### src/rtl/axi4lite_apb_bridge_pkg.sv
// Shared types and constants for the AXI4-Lite to APB4 bridge.
package axi4lite_apb_pkg;

    // Transfer sequencing states.
    typedef enum logic [1:0] {
        IDLE   = 2'd0,
        SETUP  = 2'd1,
        ACCESS = 2'd2,
        RESP   = 2'd3
    } state_t;

    // AXI response encodings produced by the bridge.
    localparam logic [1:0] RESP_OKAY   = 2'b00;
    localparam logic [1:0] RESP_SLVERR = 2'b10;

endpackage

### src/rtl/axi4lite_apb_bridge_if.sv
// Bundles the AXI4-Lite slave side and APB4 master side of the bridge.
// The slave modport is the bridge view; the master modport is the view of
// whatever sits around it (AXI initiator plus APB completer).
interface axi4lite_apb_bridge_if #(
    parameter int ADDR_W = 32,
    parameter int DATA_W = 32
);
    logic                  in_awvalid;
    logic                  in_awready;
    logic [ADDR_W-1:0]     in_awaddr;
    logic [2:0]            in_awprot;
    logic                  in_wvalid;
    logic                  in_wready;
    logic [DATA_W-1:0]     in_wdata;
    logic [DATA_W/8-1:0]   in_wstrb;
    logic                  in_bvalid;
    logic                  in_bready;
    logic [1:0]            in_bresp;
    logic                  in_arvalid;
    logic                  in_arready;
    logic [ADDR_W-1:0]     in_araddr;
    logic [2:0]            in_arprot;
    logic                  in_rvalid;
    logic                  in_rready;
    logic [DATA_W-1:0]     in_rdata;
    logic [1:0]            in_rresp;

    logic [ADDR_W-1:0]     out_paddr;
    logic                  out_psel;
    logic                  out_penable;
    logic [2:0]            out_pprot;
    logic                  out_pwrite;
    logic [DATA_W-1:0]     out_pwdata;
    logic [DATA_W/8-1:0]   out_pstrb;
    logic                  out_pready;
    logic [DATA_W-1:0]     out_prdata;
    logic                  out_pslverr;

    modport slave (
        input  in_awvalid, in_awaddr, in_awprot,
        input  in_wvalid, in_wdata, in_wstrb,
        input  in_bready,
        input  in_arvalid, in_araddr, in_arprot,
        input  in_rready,
        output in_awready, in_wready,
        output in_bvalid, in_bresp,
        output in_arready,
        output in_rvalid, in_rdata, in_rresp,
        output out_paddr, out_psel, out_penable, out_pprot,
        output out_pwrite, out_pwdata, out_pstrb,
        input  out_pready, out_prdata, out_pslverr
    );

    modport master (
        output in_awvalid, in_awaddr, in_awprot,
        output in_wvalid, in_wdata, in_wstrb,
        output in_bready,
        output in_arvalid, in_araddr, in_arprot,
        output in_rready,
        input  in_awready, in_wready,
        input  in_bvalid, in_bresp,
        input  in_arready,
        input  in_rvalid, in_rdata, in_rresp,
        input  out_paddr, out_psel, out_penable, out_pprot,
        input  out_pwrite, out_pwdata, out_pstrb,
        output out_pready, out_prdata, out_pslverr
    );

endinterface

### src/rtl/axi4lite_apb_bridge.sv
// AXI4-Lite slave to APB4 master bridge, one transfer in flight at a time.
//
//   state  | meaning
//   -------+--------------------------------------------------------------
//   IDLE   | arbitrating; readies driven combinationally from the grant
//   SETUP  | psel=1, penable=0, APB request fields latched and stable
//   ACCESS | psel=1, penable=1, waiting for pready or the timeout
//   RESP   | bvalid/rvalid held until the matching ready handshake
import axi4lite_apb_pkg::*;

module axi4lite_apb_bridge #(
    parameter int ADDR_W  = 32,
    parameter int DATA_W  = 32,
    parameter int TIMEOUT = 0
) (
    input logic                   clock,
    input logic                   reset,
    axi4lite_apb_bridge_if.slave  bus
);

    localparam int CNT_W  = (TIMEOUT > 1) ? $clog2(TIMEOUT) : 1;
    localparam int STRB_W = DATA_W / 8;

    state_t             state;
    state_t             state_nxt;
    logic               prio_rd;
    logic [CNT_W-1:0]   tmo_cnt;

    logic               rd_cand;
    logic               wr_cand;
    logic               contended;
    logic               grant_rd;
    logic               grant_wr;
    logic               timeout_hit;
    logic               access_done;
    logic               resp_done;
    logic [1:0]         resp_code;

    assign rd_cand   = bus.in_arvalid;
    assign wr_cand   = bus.in_awvalid && bus.in_wvalid;
    assign contended = rd_cand && wr_cand;

    // Arbiter: grants only in IDLE; a lone AW or W never forms a candidate.
    always_comb begin
        grant_rd = 1'b0;
        grant_wr = 1'b0;
        if (state == IDLE) begin
            if (contended) begin
                grant_rd = prio_rd;
                grant_wr = !prio_rd;
            end else begin
                grant_rd = rd_cand;
                grant_wr = wr_cand;
            end
        end
    end

    assign bus.in_arready = grant_rd;
    assign bus.in_awready = grant_wr;
    assign bus.in_wready  = grant_wr;

    // pready takes precedence over an expiring timeout in the same cycle.
    assign timeout_hit = (TIMEOUT != 0) && !bus.out_pready
                         && (tmo_cnt == CNT_W'(TIMEOUT - 1));
    assign access_done = bus.out_pready || timeout_hit;
    assign resp_code   = (bus.out_pready && !bus.out_pslverr) ? RESP_OKAY : RESP_SLVERR;
    assign resp_done   = (bus.in_bvalid && bus.in_bready) || (bus.in_rvalid && bus.in_rready);

    // State register.
    always_ff @(posedge clock or negedge reset) begin
        if (!reset) state <= IDLE;
        else        state <= state_nxt;
    end

    // Next-state logic.
    always_comb begin
        state_nxt = state;
        case (state)
            IDLE:    if (grant_rd || grant_wr) state_nxt = SETUP;
            SETUP:   state_nxt = ACCESS;
            ACCESS:  if (access_done) state_nxt = RESP;
            RESP:    if (resp_done) state_nxt = IDLE;
            default: state_nxt = IDLE;
        endcase
    end

    // Priority flag flips only when both candidates competed for the grant.
    always_ff @(posedge clock or negedge reset) begin
        if (!reset)                           prio_rd <= 1'b1;
        else if (state == IDLE && contended)  prio_rd <= !prio_rd;
    end

    // ACCESS-phase watchdog: zeroed as a transfer is accepted, counts ACCESS cycles.
    always_ff @(posedge clock or negedge reset) begin
        if (!reset)                                   tmo_cnt <= '0;
        else if (grant_rd || grant_wr)                tmo_cnt <= '0;
        else if (state == ACCESS && !access_done)     tmo_cnt <= tmo_cnt + CNT_W'(1);
    end

    // APB request fields, latched at grant and held for the whole transfer.
    always_ff @(posedge clock or negedge reset) begin
        if (!reset) begin
            bus.out_paddr  <= '0;
            bus.out_pprot  <= '0;
            bus.out_pwrite <= 1'b0;
            bus.out_pwdata <= '0;
            bus.out_pstrb  <= '0;
        end else if (grant_rd) begin
            bus.out_paddr  <= bus.in_araddr;
            bus.out_pprot  <= bus.in_arprot;
            bus.out_pwrite <= 1'b0;
            bus.out_pwdata <= '0;
            bus.out_pstrb  <= '0;
        end else if (grant_wr) begin
            bus.out_paddr  <= bus.in_awaddr;
            bus.out_pprot  <= bus.in_awprot;
            bus.out_pwrite <= 1'b1;
            bus.out_pwdata <= bus.in_wdata;
            bus.out_pstrb  <= STRB_W'(bus.in_wstrb);
        end
    end

    // APB phase controls: psel rises into SETUP, penable into ACCESS, both drop at completion.
    always_ff @(posedge clock or negedge reset) begin
        if (!reset) begin
            bus.out_psel    <= 1'b0;
            bus.out_penable <= 1'b0;
        end else begin
            case (state)
                IDLE: begin
                    if (grant_rd || grant_wr) bus.out_psel <= 1'b1;
                end
                SETUP: begin
                    bus.out_penable <= 1'b1;
                end
                ACCESS: begin
                    if (access_done) begin
                        bus.out_psel    <= 1'b0;
                        bus.out_penable <= 1'b0;
                    end
                end
                default: begin
                    bus.out_psel    <= 1'b0;
                    bus.out_penable <= 1'b0;
                end
            endcase
        end
    end

    // Response channels: loaded when ACCESS finishes, released on the AXI handshake.
    always_ff @(posedge clock or negedge reset) begin
        if (!reset) begin
            bus.in_bvalid <= 1'b0;
            bus.in_bresp  <= RESP_OKAY;
            bus.in_rvalid <= 1'b0;
            bus.in_rresp  <= RESP_OKAY;
            bus.in_rdata  <= '0;
        end else begin
            if (state == ACCESS && access_done) begin
                if (bus.out_pwrite) begin
                    bus.in_bvalid <= 1'b1;
                    bus.in_bresp  <= resp_code;
                end else begin
                    bus.in_rvalid <= 1'b1;
                    bus.in_rresp  <= resp_code;
                    bus.in_rdata  <= bus.out_pready ? bus.out_prdata : '0;
                end
            end
            if (bus.in_bvalid && bus.in_bready) bus.in_bvalid <= 1'b0;
            if (bus.in_rvalid && bus.in_rready) bus.in_rvalid <= 1'b0;
        end
    end

endmodule
### src/flat_wrapper.sv
// flat-port wrapper written by rule: the top's interface ports become plain ports
module axi4lite_apb_bridge_flat 
#(
    parameter int ADDR_W  = 32,
    parameter int DATA_W  = 32,
    parameter int TIMEOUT = 0
)
  (clock, reset, bus_in_awvalid, bus_in_awaddr, bus_in_awprot, bus_in_wvalid, bus_in_wdata, bus_in_wstrb, bus_in_bready, bus_in_arvalid, bus_in_araddr, bus_in_arprot, bus_in_rready, bus_in_awready, bus_in_wready, bus_in_bvalid, bus_in_bresp, bus_in_arready, bus_in_rvalid, bus_in_rdata, bus_in_rresp, bus_out_paddr, bus_out_psel, bus_out_penable, bus_out_pprot, bus_out_pwrite, bus_out_pwdata, bus_out_pstrb, bus_out_pready, bus_out_prdata, bus_out_pslverr);
  axi4lite_apb_bridge_if #(.ADDR_W(ADDR_W), .DATA_W(DATA_W)) bus_i ();
  input logic clock;
  input logic reset;
  input wire logic [$bits(bus_i.in_awvalid)-1:0] bus_in_awvalid;
  input wire logic [$bits(bus_i.in_awaddr)-1:0] bus_in_awaddr;
  input wire logic [$bits(bus_i.in_awprot)-1:0] bus_in_awprot;
  input wire logic [$bits(bus_i.in_wvalid)-1:0] bus_in_wvalid;
  input wire logic [$bits(bus_i.in_wdata)-1:0] bus_in_wdata;
  input wire logic [$bits(bus_i.in_wstrb)-1:0] bus_in_wstrb;
  input wire logic [$bits(bus_i.in_bready)-1:0] bus_in_bready;
  input wire logic [$bits(bus_i.in_arvalid)-1:0] bus_in_arvalid;
  input wire logic [$bits(bus_i.in_araddr)-1:0] bus_in_araddr;
  input wire logic [$bits(bus_i.in_arprot)-1:0] bus_in_arprot;
  input wire logic [$bits(bus_i.in_rready)-1:0] bus_in_rready;
  output wire logic [$bits(bus_i.in_awready)-1:0] bus_in_awready;
  output wire logic [$bits(bus_i.in_wready)-1:0] bus_in_wready;
  output wire logic [$bits(bus_i.in_bvalid)-1:0] bus_in_bvalid;
  output wire logic [$bits(bus_i.in_bresp)-1:0] bus_in_bresp;
  output wire logic [$bits(bus_i.in_arready)-1:0] bus_in_arready;
  output wire logic [$bits(bus_i.in_rvalid)-1:0] bus_in_rvalid;
  output wire logic [$bits(bus_i.in_rdata)-1:0] bus_in_rdata;
  output wire logic [$bits(bus_i.in_rresp)-1:0] bus_in_rresp;
  output wire logic [$bits(bus_i.out_paddr)-1:0] bus_out_paddr;
  output wire logic [$bits(bus_i.out_psel)-1:0] bus_out_psel;
  output wire logic [$bits(bus_i.out_penable)-1:0] bus_out_penable;
  output wire logic [$bits(bus_i.out_pprot)-1:0] bus_out_pprot;
  output wire logic [$bits(bus_i.out_pwrite)-1:0] bus_out_pwrite;
  output wire logic [$bits(bus_i.out_pwdata)-1:0] bus_out_pwdata;
  output wire logic [$bits(bus_i.out_pstrb)-1:0] bus_out_pstrb;
  input wire logic [$bits(bus_i.out_pready)-1:0] bus_out_pready;
  input wire logic [$bits(bus_i.out_prdata)-1:0] bus_out_prdata;
  input wire logic [$bits(bus_i.out_pslverr)-1:0] bus_out_pslverr;
  assign bus_i.in_awvalid = bus_in_awvalid;
  assign bus_i.in_awaddr = bus_in_awaddr;
  assign bus_i.in_awprot = bus_in_awprot;
  assign bus_i.in_wvalid = bus_in_wvalid;
  assign bus_i.in_wdata = bus_in_wdata;
  assign bus_i.in_wstrb = bus_in_wstrb;
  assign bus_i.in_bready = bus_in_bready;
  assign bus_i.in_arvalid = bus_in_arvalid;
  assign bus_i.in_araddr = bus_in_araddr;
  assign bus_i.in_arprot = bus_in_arprot;
  assign bus_i.in_rready = bus_in_rready;
  assign bus_in_awready = bus_i.in_awready;
  assign bus_in_wready = bus_i.in_wready;
  assign bus_in_bvalid = bus_i.in_bvalid;
  assign bus_in_bresp = bus_i.in_bresp;
  assign bus_in_arready = bus_i.in_arready;
  assign bus_in_rvalid = bus_i.in_rvalid;
  assign bus_in_rdata = bus_i.in_rdata;
  assign bus_in_rresp = bus_i.in_rresp;
  assign bus_out_paddr = bus_i.out_paddr;
  assign bus_out_psel = bus_i.out_psel;
  assign bus_out_penable = bus_i.out_penable;
  assign bus_out_pprot = bus_i.out_pprot;
  assign bus_out_pwrite = bus_i.out_pwrite;
  assign bus_out_pwdata = bus_i.out_pwdata;
  assign bus_out_pstrb = bus_i.out_pstrb;
  assign bus_i.out_pready = bus_out_pready;
  assign bus_i.out_prdata = bus_out_prdata;
  assign bus_i.out_pslverr = bus_out_pslverr;
  axi4lite_apb_bridge #(.ADDR_W(ADDR_W), .DATA_W(DATA_W), .TIMEOUT(TIMEOUT)) u_core (.clock(clock), .reset(reset), .bus(bus_i));
endmodule
### config.mk
export PLATFORM = sky130hd
export DESIGN_NAME = axi4lite_apb_bridge_flat
export DESIGN_NICKNAME = d
export VERILOG_FILES = /design/src/rtl/axi4lite_apb_bridge_pkg.sv /design/src/rtl/axi4lite_apb_bridge_if.sv /design/src/rtl/axi4lite_apb_bridge.sv /design/src/flat_wrapper.sv
export SDC_FILE = /design/constraint.sdc
export NUM_CORES = 1
export LEC_CHECK = 0
export BUFFER_PORTS_ARGS = -buffer_cell sky130_fd_sc_hd__buf_2
export CORE_AREA = 5 5 138 100
export DETAILED_ROUTE_END_ITERATION = 10
export DIE_AREA = 0 0 143 105
export HOLD_SLACK_MARGIN = 0.1
export PLACE_DENSITY_LB_ADDON = 0.1
export SLEW_MARGIN = 20
export SYNTH_ARGS = -nofsm -noshare
export SYNTH_HDL_FRONTEND = slang
export SYNTH_SLANG_ARGS = --single-unit
export TNS_END_PERCENT = 20
### constraint.sdc
create_clock -name clock -period 1.9 [get_ports clock]
set_input_delay 0.38 -clock clock [delete_from_list [all_inputs] [get_ports clock]]
set_output_delay 0.38 -clock clock [all_outputs]
set_load 0.03 [all_outputs]
==> impl_results.md, run 1 <==
* Synth Area per Inst at 12.03 um2
* GRT overflow at 0
* Port Buffers at 259
* Critical-path top delay cell: dfrtp_1
* CP peak stage delay at 390 ps
* Ports at 262
* Critical Path Start Type: register
* Sequential area share after synthesis at 0.5851
* Multi-input gate area at 1802 um2
* Worst setup path class: reg -> out
* Ys Warns at 0
* Slew Limit Headroom at 0.5971
* # DRC at 0
* Tot GR Track Use at 0.2010
* Die Height at 105 um
* Crit-path cells: inv_2, ha_4, nand3_4, a21oi_4, buf_6
* Lkg Pwr at 0.003444 uW
* Die area at 15020 um2
* Max-Cap Viols at 0
* DR pass1 iterations at 5
* Clock share of power at 0.220
* Hold WS at 184.6 ps
* Worst Tran Pin Value at 604.3 ps
* Clock tree buffer depth at 2
* Crit path max-delay family: flip-flops
* Num Clock Sinks at 113
* Vias in the first global route at 4606
* Nets at 815
* Placer congestion estimate at 0.7662
* Antenna violations before repair at 0
* Drt via density at 5.308
* Top post-synthesis cells by area: dfrtp_1 (58%), mux2_2 (8.4%), a22o_1 (6.5%)
* H-tree Lvls at 4
* Power density over the cells at 2007 nW/um2
* Peak VDD IR at 906.8 uV
* First-pass GRT wire length at 24.22 mm
* Largest net degree at the start of global routing at 114
* Synth Register Bits at 113
* Clock Skew at 7.119 ps
* Main flop type after synthesis: dfrtp_1
* Top-count cell post-synth: dfrtp_1
* Die extent in x at 143 um
* Fraction of registers with async set/reset at 1.000
* Antenna-violating nets left at 0
* Mapped Area at 4835 um2
* Syn Inst Count at 402
* Post-placement cell area at 6255 um2
* Finished Cell Area at 6962 um2
* NetSw at 6122 uW
* FF/Latch Area at 2829 um2
* Clock slew at reported path FFs at 50 ps
* Rows at 34
* Hold Path Class: in -> reg
* Worst Path Arrival at 1470 ps
* Post-DP HPWL at 10.76 mm
* Worst skew pair latency at 400 ps
* Area Growth Syn to Fin at 44.00%
* Final Routed Wirelength at 15.29 mm
* Critical path required time at 1520 ps
* Status: finished clean
* Final hold violation count at 0
* Initial Utilization at 0.3932
* Reg2Reg Launch Point: u_core.state[0]
* Critical R2R Capture: u_core.bus.out_pwdata[2]
* Number of library cell types mapped by synthesis at 32
* Hold Crit Depth at 2
* Comb power frac at 0.474
* Share of the synthesized area in the top cell type at 0.5797
* Reg2reg path depth at 7
* Top post-synthesis cells by count: dfrtp_1 (112), a21oi_1 (37), a22o_1 (36), mux2_2 (36), nand4_1 (36)
* N_diodes at 0
* Share of layout cells above drive strength 1 at 0.5325
* Sw frac at 0.4381
* Filler cells at 1092
* HP Start: bus_in_rready
* Int Pwr at 7853 uW
* Core Area at 12290 um2
* Final period util at 0.9758
* Unrepaired setup endpoints after global routing: true
* Total CTS buffers at 17
* Minimum clock period at 1854 ps
* Hold-critical path endpoint: u_core.bus.in_rvalid
* Post-synth EDFFs at 0
* Pwr Total at 13980 uW
* Fin util at 0.5663
* CTS root buffer: clkbuf_16
* Initial DRC Count at 231
* Leading area contributor after synthesis: dfrtp_1
* Final Max Slew Viols at 0
* Wire per inst at 18.24 um
* Vias at 4448
* CP max FO at 5
* TritonCTS clock tree: built
* Bufs and invs on worst path at 2
* Flop pwr share at 0.306
* CP endpoint kind: output pin
* Flop-to-flop setup slack at 170 ps
* Fmax at 539.4 MHz
* Setup-failing EPs final at 0
## through the flow
step / setup slack, ps / TNS [ps] / std cells
6_report: 46.02 / 0 / 838
5_1_grt: -22.09 / -50.33 / 838
4_1_cts: 4.587 / 0 / 834
3_5_place_dp: 54.15 / 0 / 796
3_3_place_gp: 119.3 / 0 / 796
2_1_floorplan: -17.72 / -17.72 / 403
## worst max path at each step
stage | from | end | slack (ps) | cells past startpoint
floorplan | u_core.state[0] | bus_in_arready | -20 | 6
global placement | u_core.state[0] | u_core.bus.out_pwdata[6] | 120 | 6
detailed placement | u_core.state[0] | u_core.bus.out_paddr[25] | 50 | 6
CTS | u_core.state[1] | bus_in_wready | 5 | 5
global route | u_core.state[1] | bus_in_wready | -20 | 5
finish | u_core.state[0] | bus_in_wready | 50 | 5
## worst register-to-register path: stages, from the launching register on
cell and delay, ps:
dfrtp_1 390, inv_2 90, ha_4 170, nand3_4 80
a21oi_4 190, buf_4 170, buf_4 330, a22o_1 240
## sequential cells by signal, summed over array words and instances (netlist names)
register,flops
u_core.bus.in_bresp,1
u_core.bus.in_bvalid,1
u_core.bus.in_rdata,32
u_core.bus.in_rresp,1
u_core.bus.in_rvalid,1
u_core.bus.out_paddr,32
u_core.bus.out_penable,1
u_core.bus.out_pprot,3
u_core.bus.out_psel,1
u_core.bus.out_pstrb,4
u_core.bus.out_pwdata,32
u_core.bus.out_pwrite,1
u_core.prio_rd,1
u_core.state,2
## cell usage in the layout (no fill, tap or decap), types with 2 or more instances in the layout
| cell | n |
|---|---|
| a21o_1 | 2 |
| a21oi_1 | 36 |
| a22o_1 | 36 |
| a31oi_1 | 35 |
| buf_12 | 2 |
| buf_2 | 255 |
| buf_4 | 24 |
| buf_6 | 3 |
| bufinv_16 | 2 |
| clkbuf_16 | 17 |
| clkinv_2 | 4 |
| clkinv_4 | 3 |
| clkinvlp_4 | 3 |
| conb_1 | 2 |
| dfrtp_1 | 112 |
| ha_1 | 4 |
| inv_2 | 2 |
| mux2_2 | 36 |
| mux2i_1 | 3 |
| nand3b_1 | 2 |
| nand4_1 | 36 |
| nor2_1 | 2 |
| o21ai_0 | 35 |
## power groups by stage
| stage | registers (uW) | clock network [uW] | logic (uW) |
|---|---|---|---|
| finish | 4270 | 3080 | 6620 |
| global route | 4430 | 3270 | 7110 |
| CTS | 4280 | 3150 | 6600 |
| detailed placement | 4290 | 0 | 6480 |
| global placement | 4280 | 0 | 6380 |
| floorplan | 6550 | 0 | 2200 |
## per-layer routing
metal	part of all wire	vias up	global-route usage	wire length, um
met5	0	-	0	0
met4	0.0050	0	0.05224	76
met3	0.11	8	0.07534	1683
met2	0.48	227	0.3137	7278
met1	0.41	2166	0.2648	6251
li1	-	2047	-	-
## layout make-up
type / count / share of cell area
well taps: 162 / 0.02912
flip-flops and latches: 113 / 0.4064
inverters: 2 / 0.001078
clock buffers: 19 / 0.06362
clock inverters: 13 / 0.01977
repair buffers: 285 / 0.2212
multi-input cells: 244 / 0.2588
## what timing repair did
action,in CTS,in global routing
setup buffers,5,4
endpoints found under the hold margin,38,0
pin swaps,1,1
hold buffers,1,0
endpoints found under the setup margin,3,3
gates resized for setup,12,1
## cells by family after synthesis
family | count (synthesis) | share of synthesized area
AOI/OAI and AO/OA | 148 | 0.1949
xor gates and xnor gates | 1 | 0.001812
adders and majority gates | 5 | 0.01294
buffers and inverters | 46 | 0.05202
DFF | 113 | 0.5851
muxes | 39 | 0.09006
other | 1 | 0.0007757
and+or+nand+nor | 49 | 0.06237
No activity file was read; power rests on OpenSTA's default activity.
==> run 2: changes to the inputs <==
==> constraint.sdc (replaced) <==
create_clock -name clock -period 1.9 [get_ports clock]
set_input_delay 0.38 -clock clock [delete_from_list [all_inputs] [get_ports clock]]
set_output_delay 0.38 -clock clock [all_outputs]
set_load 0.005 [all_outputs]
==> impl_results.md, run 2 (same netlist as run 1, synthesis figures left out) <==
* Status: finished clean
* Port Buffers at 259
* Rows at 34
* Drt via density at 5.319
* Num Clock Sinks at 113
* Fmax at 550.8 MHz
* Power density over the cells at 1681 nW/um2
* H-tree Lvls at 4
* Tot GR Track Use at 0.2019
* Max-Cap Viols at 0
* Clock tree buffer depth at 2
* Die extent in x at 143 um
* Worst Path Arrival at 1440 ps
* Hold Path Class: in -> reg
* Die Height at 105 um
* Critical-path top delay cell: dfrtp_1
* Pwr Total at 11800 uW
* Crit path max-delay family: flip-flops
* Post-DP HPWL at 10.91 mm
* Worst setup path class: reg -> out
* Setup-failing EPs final at 0
* Wire per inst at 18.40 um
* TritonCTS clock tree: built
* Vias in the first global route at 4649
* Final Max Slew Viols at 0
* Antenna violations before repair at 0
* Final Routed Wirelength at 15.40 mm
* Ports at 262
* Critical path required time at 1520 ps
* Peak VDD IR at 776.0 uV
* Post-placement cell area at 6330 um2
* Vias at 4452
* Initial Utilization at 0.3932
* Clock slew at reported path FFs at 50 ps
* Crit-path cells: inv_2, ha_4, nand3_4, a21oi_4, buf_2
* CTS root buffer: clkbuf_16
* Area Growth Syn to Fin at 45.19%
* Minimum clock period at 1816 ps
* CP peak stage delay at 390 ps
* DR pass1 iterations at 5
* GRT overflow at 0
* Die area at 15020 um2
* Final period util at 0.9556
* Placer congestion estimate at 0.8009
* Nets at 814
* Final hold violation count at 0
* # DRC at 0
* Clock Skew at 6.962 ps
* Worst skew pair latency at 400 ps
* CP endpoint kind: output pin
* Commonest non-fill, non-tap cells in the layout: buf_2 (258), dfrtp_1 (112)
* Initial DRC Count at 213
* Share of layout cells above drive strength 1 at 0.5348
* N_diodes at 0
* Finished Cell Area at 7019 um2
* CP max FO at 4
* Most common cell after layout, fill and taps aside: buf_2
* Total CTS buffers at 17
* Lkg Pwr at 0.003457 uW
* Bufs and invs on worst path at 2
* Largest net degree at the start of global routing at 52
* First-pass GRT wire length at 24.23 mm
* Top flop regs: u_core.bus.in_rdata: 32 flops, u_core.bus.out_paddr: 32 flops, u_core.bus.out_pwdata: 32 flops
* Antenna-violating nets left at 0
* Critical Path Start Type: register
* Core Area at 12290 um2
==> run 2: changes by cell type in the layout (fill, tap and decap cells not counted), moves of 2 or more <==
cell and change:
buf_12 +6, buf_4 -7, buf_6 -3, clkinv_4 -2, buf_2 +3
==> run 2: final timing paths <==
check / from / endpoint / slack (ps) / depth (start not counted)
max in group asynchronous: reset / u_core.prio_rd / 830 / 3
hold reg to reg: u_core.bus.out_pwdata[17] / u_core.bus.out_pwdata[17] / 490 / 1
hold / removal: bus_in_rready / u_core.bus.in_rvalid / 170 / 2
setup / recovery: u_core.state[0] / bus_in_awready / 80 / 5
min in group asynchronous: reset / u_core.bus.in_rdata[22] / 460 / 2
setup reg to reg: u_core.state[0] / u_core.state[1] / 110 / 6
==> run 2: what timing repair did <==
action,CTS,global route
setup buffers,6,2
hold endpoints to repair,29,0
endpoints found under the setup margin,3,3
pin swaps,2,1
hold buffers,1,0
resized for setup,6,3
==> run 2: layout make-up <==
class | instances | area, um2
Clock buffer | 20 | 456.7
Clock inverter | 12 | 131.4
Fill cell | 1107 | 5275
Inverter | 2 | 7.507
Multi-Input combinational cell | 244 | 1803
Sequential cell | 113 | 2829
Tap cell | 162 | 202.7
Timing Repair Buffer | 284 | 1589
==> run 2: through the flow <==
| stage | util | cells | setup slack (ps) | setup TNS, ps | hold slack, ps |
|---|---|---|---|---|---|
| floorplan | - | 403 | 44.83 | 0 | 84.41 |
| global placement | 0.5149 | 796 | 207.9 | 0 | 342.1 |
| detailed placement | 0.5149 | 796 | 173.0 | 0 | 343.1 |
| CTS | 0.5687 | 835 | 4.715 | 0 | 151.7 |
| global route | 0.5709 | 837 | -7.791 | -7.791 | 157.2 |
| finish | 0.5709 | 837 | 84.36 | 0 | 173.2 |
==> run 2: report_power, final <==
part	switching [uW]	total, uW	internal (uW)
clock	1110	3110	2000
sequential	652	4270	3620
combinational	2140	4410	2280
==> run 2: routing by layer <==
layer  global-route usage  wire [um]
met4              0.05767        184
met1               0.2600       6231
met5                    0          0
met2               0.3180       7378
met3              0.07763       1608
